===== config.mk =====
export PLATFORM = sky130hd
export DESIGN_NAME = fifo_wptr_full
export DESIGN_NICKNAME = d
export VERILOG_FILES = /design/src/rtl/fifo_pkg.sv /design/src/rtl/fifo_gray2bin.sv /design/src/rtl/fifo_wptr_full.sv
export SDC_FILE = /design/constraint.sdc
export NUM_CORES = 1
export LEC_CHECK = 0
export ABC_AREA = 1
export CAP_MARGIN = 0
export CORE_MARGIN = 2
export CORE_UTILIZATION = 35
export CTS_CLUSTER_SIZE = 24
export DETAILED_ROUTE_END_ITERATION = 16
export GPL_TIMING_DRIVEN = 0
export PLACE_DENSITY = 0.58
export SKIP_LAST_GASP = 1
export SLEW_MARGIN = 20
export SYNTH_ARGS = -nofsm -noshare
export SYNTH_HDL_FRONTEND = slang
export SYNTH_SLANG_ARGS = --single-unit
export TNS_END_PERCENT = 10

===== constraint.sdc =====
create_clock -name wclk -period 2.8 [get_ports wclk]
set_input_delay 0.56 -clock wclk [delete_from_list [all_inputs] [get_ports wclk]]
set_output_delay 0.56 -clock wclk [all_outputs]
set_load 0.01 [all_outputs]

===== src/rtl/fifo_pkg.sv =====
// Shared definitions for the dual-clock FIFO: default geometry and the
// Gray/binary conversion helpers used by both pointer domains.
package fifo_pkg;

    // Default FIFO geometry; every FIFO block derives its depth from this.
    localparam int FIFO_ADDR_WIDTH = 8;
    localparam int DEPTH           = 2 ** FIFO_ADDR_WIDTH;

    // Widest pointer the helpers support; callers pass their own width.
    localparam int CODE_MAX_W = 32;

    // Binary to reflected Gray. Bits above 'width' are cleared.
    function automatic logic [CODE_MAX_W-1:0] bin2gray(
        input logic [CODE_MAX_W-1:0] bin,
        input int                    width
    );
        logic [CODE_MAX_W-1:0] gray;
        gray = (bin >> 1) ^ bin;
        for (int i = 0; i < CODE_MAX_W; i++) begin
            if (i >= width) gray[i] = 1'b0;
        end
        return gray;
    endfunction

    // Reflected Gray to binary: each binary bit is the XOR of all Gray bits
    // at or above it. Bits above 'width' are cleared.
    function automatic logic [CODE_MAX_W-1:0] gray2bin(
        input logic [CODE_MAX_W-1:0] gray,
        input int                    width
    );
        logic [CODE_MAX_W-1:0] bin;
        bin = '0;
        for (int i = 0; i < CODE_MAX_W; i++) begin
            if (i < width) bin[i] = ^(gray >> i);
        end
        return bin;
    endfunction

endpackage


===== src/rtl/fifo_gray2bin.sv =====
// Combinational Gray-to-binary converter (XOR prefix from the MSB down).
// Shared by the write-side and read-side pointer blocks.
module fifo_gray2bin #(
    parameter int width = 9
) (
    input  logic [width-1:0] gray,
    output logic [width-1:0] bin
);

    // Each binary bit is the parity of the Gray bits at and above it.
    always_comb begin
        bin = '0;
        for (int i = 0; i < width; i++) begin
            bin[i] = ^(gray >> i);
        end
    end

endmodule


===== src/rtl/fifo_wptr_full.sv =====
// Write-domain pointer/status block of the dual-clock FIFO.
// Owns the binary and Gray write pointers, the RAM write address and the
// full flag, and adds a pessimistic fill level, an almost-full flag and a
// sticky overflow flag. The level and full flag only ever overstate the
// occupancy, because the read pointer seen here lags the real one by the
// synchroniser latency.
module fifo_wptr_full
    import fifo_pkg::*;
#(
    parameter int addr_width   = FIFO_ADDR_WIDTH,
    parameter int afull_thresh = 2 ** addr_width - 4
) (
    input  logic                  wclk,
    input  logic                  wrst_n,
    input  logic                  winc,
    input  logic [addr_width:0]   wq2_rptr,
    input  logic                  wovf_clr,
    output logic [addr_width-1:0] waddr,
    output logic [addr_width:0]   wptr,
    output logic                  wfull,
    output logic                  walmost_full,
    output logic [addr_width:0]   wlevel,
    output logic                  woverflow
);

    localparam int PW = addr_width + 1;

    logic          wen;
    logic [PW-1:0] wbin;
    logic [PW-1:0] wbin_next;
    logic [PW-1:0] wgray_next;
    logic [PW-1:0] rbin_s;
    logic [PW-1:0] level_next;
    logic [PW-1:0] full_pattern;
    logic          full_next;
    logic          afull_next;

    // A write is accepted only while the registered full flag is low.
    assign wen   = winc & ~wfull;
    assign waddr = wbin[addr_width-1:0];

    // Natural modulo-2**(addr_width+1) wrap; the extra MSB distinguishes
    // full from empty.
    assign wbin_next  = wbin + {{addr_width{1'b0}}, wen};
    assign wgray_next = PW'(bin2gray(CODE_MAX_W'(wbin_next), PW));

    // Full when the write pointer is exactly one lap ahead of the read
    // pointer: in Gray code that means the top two bits inverted.
    assign full_pattern = {~wq2_rptr[addr_width -: 2], wq2_rptr[addr_width-2:0]};
    assign full_next    = (wgray_next == full_pattern);

    fifo_gray2bin #(
        .width (PW)
    ) u_rptr_g2b (
        .gray (wq2_rptr),
        .bin  (rbin_s)
    );

    // Level uses the post-write pointer so a write and a read-pointer
    // advance in the same cycle cancel out.
    assign level_next = wbin_next - rbin_s;
    assign afull_next = (int'({1'b0, level_next}) >= afull_thresh);

    // Pointer, full, level and almost-full registers.
    always_ff @(posedge wclk or negedge wrst_n) begin
        if (!wrst_n) begin
            wbin         <= '0;
            wptr         <= '0;
            wfull        <= 1'b0;
            wlevel       <= '0;
            walmost_full <= 1'b0;
        end else begin
            wbin         <= wbin_next;
            wptr         <= wgray_next;
            wfull        <= full_next;
            wlevel       <= level_next;
            walmost_full <= afull_next;
        end
    end

    // Sticky overflow: set by a write attempted while full; a clear in the
    // same cycle as a new set loses.
    always_ff @(posedge wclk or negedge wrst_n) begin
        if (!wrst_n) begin
            woverflow <= 1'b0;
        end else begin
            woverflow <= (woverflow & ~wovf_clr) | (winc & wfull);
        end
    end

endmodule


==> flow_summary_export.csv <==
group,metric,value,unit
worst_setup_path,reg2reg_to,"walmost_full$_DFF_PN0_",
synthesis,yosys_warnings,0,
cts,max-clock-path-buffers,2,
place,gp_congestion,0.7760,
cells_and_area,fin_util,50.24,%
detailed_routing,drc_errors,0,
timing,fin_crit,2591,ps
synthesis,synth_edf_count,0,
cts,cts_buffers,5,
floorplanning,die_w,79.51,um
worst_setup_path,rr_startpoint,"wfull$_DFF_PN0_",
synthesis,synthTopCellsByArea,"dfrtp_1, nand2_1, xor2_1",
synthesis,synth_top_flop_cell,"dfrtp_1",
cts,clkSlewWorstSetupHoldPaths,60,ps
place,place_area,2491,sq um
timing,tightest_slew,651.5,ps
synthesis,synthCells,251,
cells_and_area,final_cells,381,
detailed_routing,via_per_inst,4.423,
timing,slew_violations,0,
cts,clockRootBuffer,"clkbuf_8",
cells_and_area,antenna_cells,0,
synthesis,yosysTopAreaCell,"dfrtp_1",
cells_and_area,fin_nets,333,
floorplanning,fp.coreArea,5507,sq um
detailed_routing,wl_per_cell,10.97,um
place,place_hpwl,3217,um
cells_and_area,area_delta_synth_final,38.62,%
timing,timing.fmax,386.0,MHz
global_route,grt_max_degree,30,
worst_hold_path,hold_path_class,"input pin to asynchronous set/reset pin",
global_route,grt.overflow.total,0,
job,cap_violations,0,
floorplanning,die-height,79.51,um
place,placedCellCount,364,
synthesis,yosysMostFrequentCell,"nand2_1",
timing,whs,311.0,ps
worst_setup_path,path_class,"input pin to flip-flop",
pwr,powerDensity,1025,nW/um^2
place,io_buffers,41,
timing,skew,2.040,ps
timing,finalSetupViolations,0,
synthesis,syn_avg_cell_area,7.951,sq um
cts,cts_htree_levels,2,
global_route,antenna_found_initial,0,
global_route,grt.total_usage,14.74,%
synthesis,async_reset_ff_share,100.0,%
floorplanning,start_util,36.24,%
detailed_routing,detail-route-antenna-nets,0,
floorplanning,rows,27,
worst_setup_path,start_kind,"input pin",
cells_and_area,nFillCells,514,
detailed_routing,drtIter0Drc,61,
detailed_routing,totalWireLength,4178,um
synthesis,synth_cell_types,25,
global_route,grt_pass1_wl,7210,um
cells_and_area,stdcell_area,2766,sq um
worst_setup_path,cp.arrival,2800,ps
worst_setup_path,path_max_fanout,5,
timing,rsz0062_at_grt,"no",
synthesis,synth-seq-area-share,36.36,%
synthesis,synthTopCellsByCount,"nand2_1, inv_1, dfrtp_1",
floorplanning,io_pins,42,
worst_setup_path,worstRegToRegCells,16,
worst_setup_path,cp.required,3010,ps
floorplanning,die-area,6322,sq um
pwr,total_leakage_power,1.414,nW
cells_and_area,drive_above_1_share,23.62,%
cts,cts_tree,"built",
timing,hold_violations,0,
pwr,ir_drop,312.9,uV
status,outcome,"finished, final reports clean",
cts,clock_sinks,29,
cts,worstSkewPairLatency,270,ps
detailed_routing,via_count,1685,
synthesis,synth_nets,275,
global_route,first_global_vias,1643,
synthesis,syn_area,1996,sq um
worst_setup_path,setup.worst_path.start,"wq2_rptr[6]",
worst_setup_path,worstSetupEndpointType,"flip-flop",
synthesis,ys_seq_elements,29,
timing,slew_headroom,56.57,%
detailed_routing,first_pass_iters,4,
synthesis,synth_top_area_share,36.36,%
timing,setup_tns,0,ps
timing,post-route-period-util,92.54,%
worst_setup_path,r2r_slack,340,ps
## worst max-delay path, cell delays in order
cell	delay, ps
dlygate4sd2_1	290
inv_2	120
nand3_1	90
nand2_2	110
nand2_1	100
nand2_2	100
xor2_1	140
inv_1	50
ha_1	210
fa_2	350
inv_1	80
nand2_1	80
nand2_2	90
nand3_1	70
nand2_1	80
nand2_1	50
nor2_1	90
nand3_1	70
nand2_1	60
## power by group
group	leakage (nW)	total, mW	switching, mW	internal (mW)
Combinational	1.02	1.77	0.944	0.823
Sequential	0.353	0.724	0.115	0.609
Clock	0.0443	0.344	0.149	0.195
## how the worst max path moves through the flow
stage                             end  slack, ps  depth (start not counted)
2_1_floorplan  walmost_full$_DFF_PN0_         50                         16
3_3_place_gp   walmost_full$_DFF_PN0_       -700                         17
3_5_place_dp   walmost_full$_DFF_PN0_       -730                         17
4_1_cts        walmost_full$_DFF_PN0_         20                         16
5_1_grt        walmost_full$_DFF_PN0_          5                         17
6_report       walmost_full$_DFF_PN0_        210                         19
## per-stage QoR
stage	setup slack, ps	total power, mW
5_1_grt	4.915	3.127
6_report	209.0	2.835
3_3_place_gp	-701.6	2.371
2_1_floorplan	50.67	1.802
3_5_place_dp	-726.9	2.387
4_1_cts	19.46	2.868
## layer usage
layer | up-vias | routed length [um] | track usage, %
li1 | 885 | - | -
met1 | 760 | 1974 | 19.25
met2 | 38 | 1937 | 23.19
met3 | 2 | 235 | 4.186
met4 | 0 | 30 | 5.345
met5 | - | 0 | 0
## sequential cells by signal, indices dropped and copies added (netlist names)
name,cells
wbin,9
wlevel,9
walmost_full,1
wptr,8
wfull,1
woverflow,1
## cells by family after synthesis
logic type / synth area share, %
XOR/XNOR: 13.67
AND/OR/NAND/NOR: 32.04
buffers and inverters: 8.276
flip-flops: 36.36
adder cells (fa/ha/maj): 7.273
AO/OA/AOI/OAI: 2.382
## cells in the final DEF (no fill, tap or decap), drive strengths merged
cell type,instances
fa,1
clkbuf,9
nor2,12
buf,11
a21o,1
xnor2,5
or2,3
o21ai,2
xor2,21
nand4,4
dlygate4sd2,6
ha,10
a21oi,3
nand3b,1
clkdlybuf4s50,30
inv,44
a21boi,2
nand3,29
dlymetal6s2s,2
nand2,84
dfrtp,29
## repair_timing
| action | 4_1_cts | 5_1_grt |
|---|---|---|
| hold buffers | 0 | 0 |
| buffers inserted | 10 | 0 |
| gates resized for setup | 32 | 10 |
| pin swaps | 11 | 6 |
| setup endpoints to repair | 4 | 3 |
## layout make-up
class	count	area, sq um	area share, %
Inverter	44	165.2	5.970
Sequential cell	29	725.7	26.23
Multi-Input combinational cell	178	1231	44.50
Timing Repair Buffer	51	467.9	16.92
Tap cell	72	90.09	3.256
Clock buffer	7	86.33	3.121
Power figures use the tool's default switching activity.
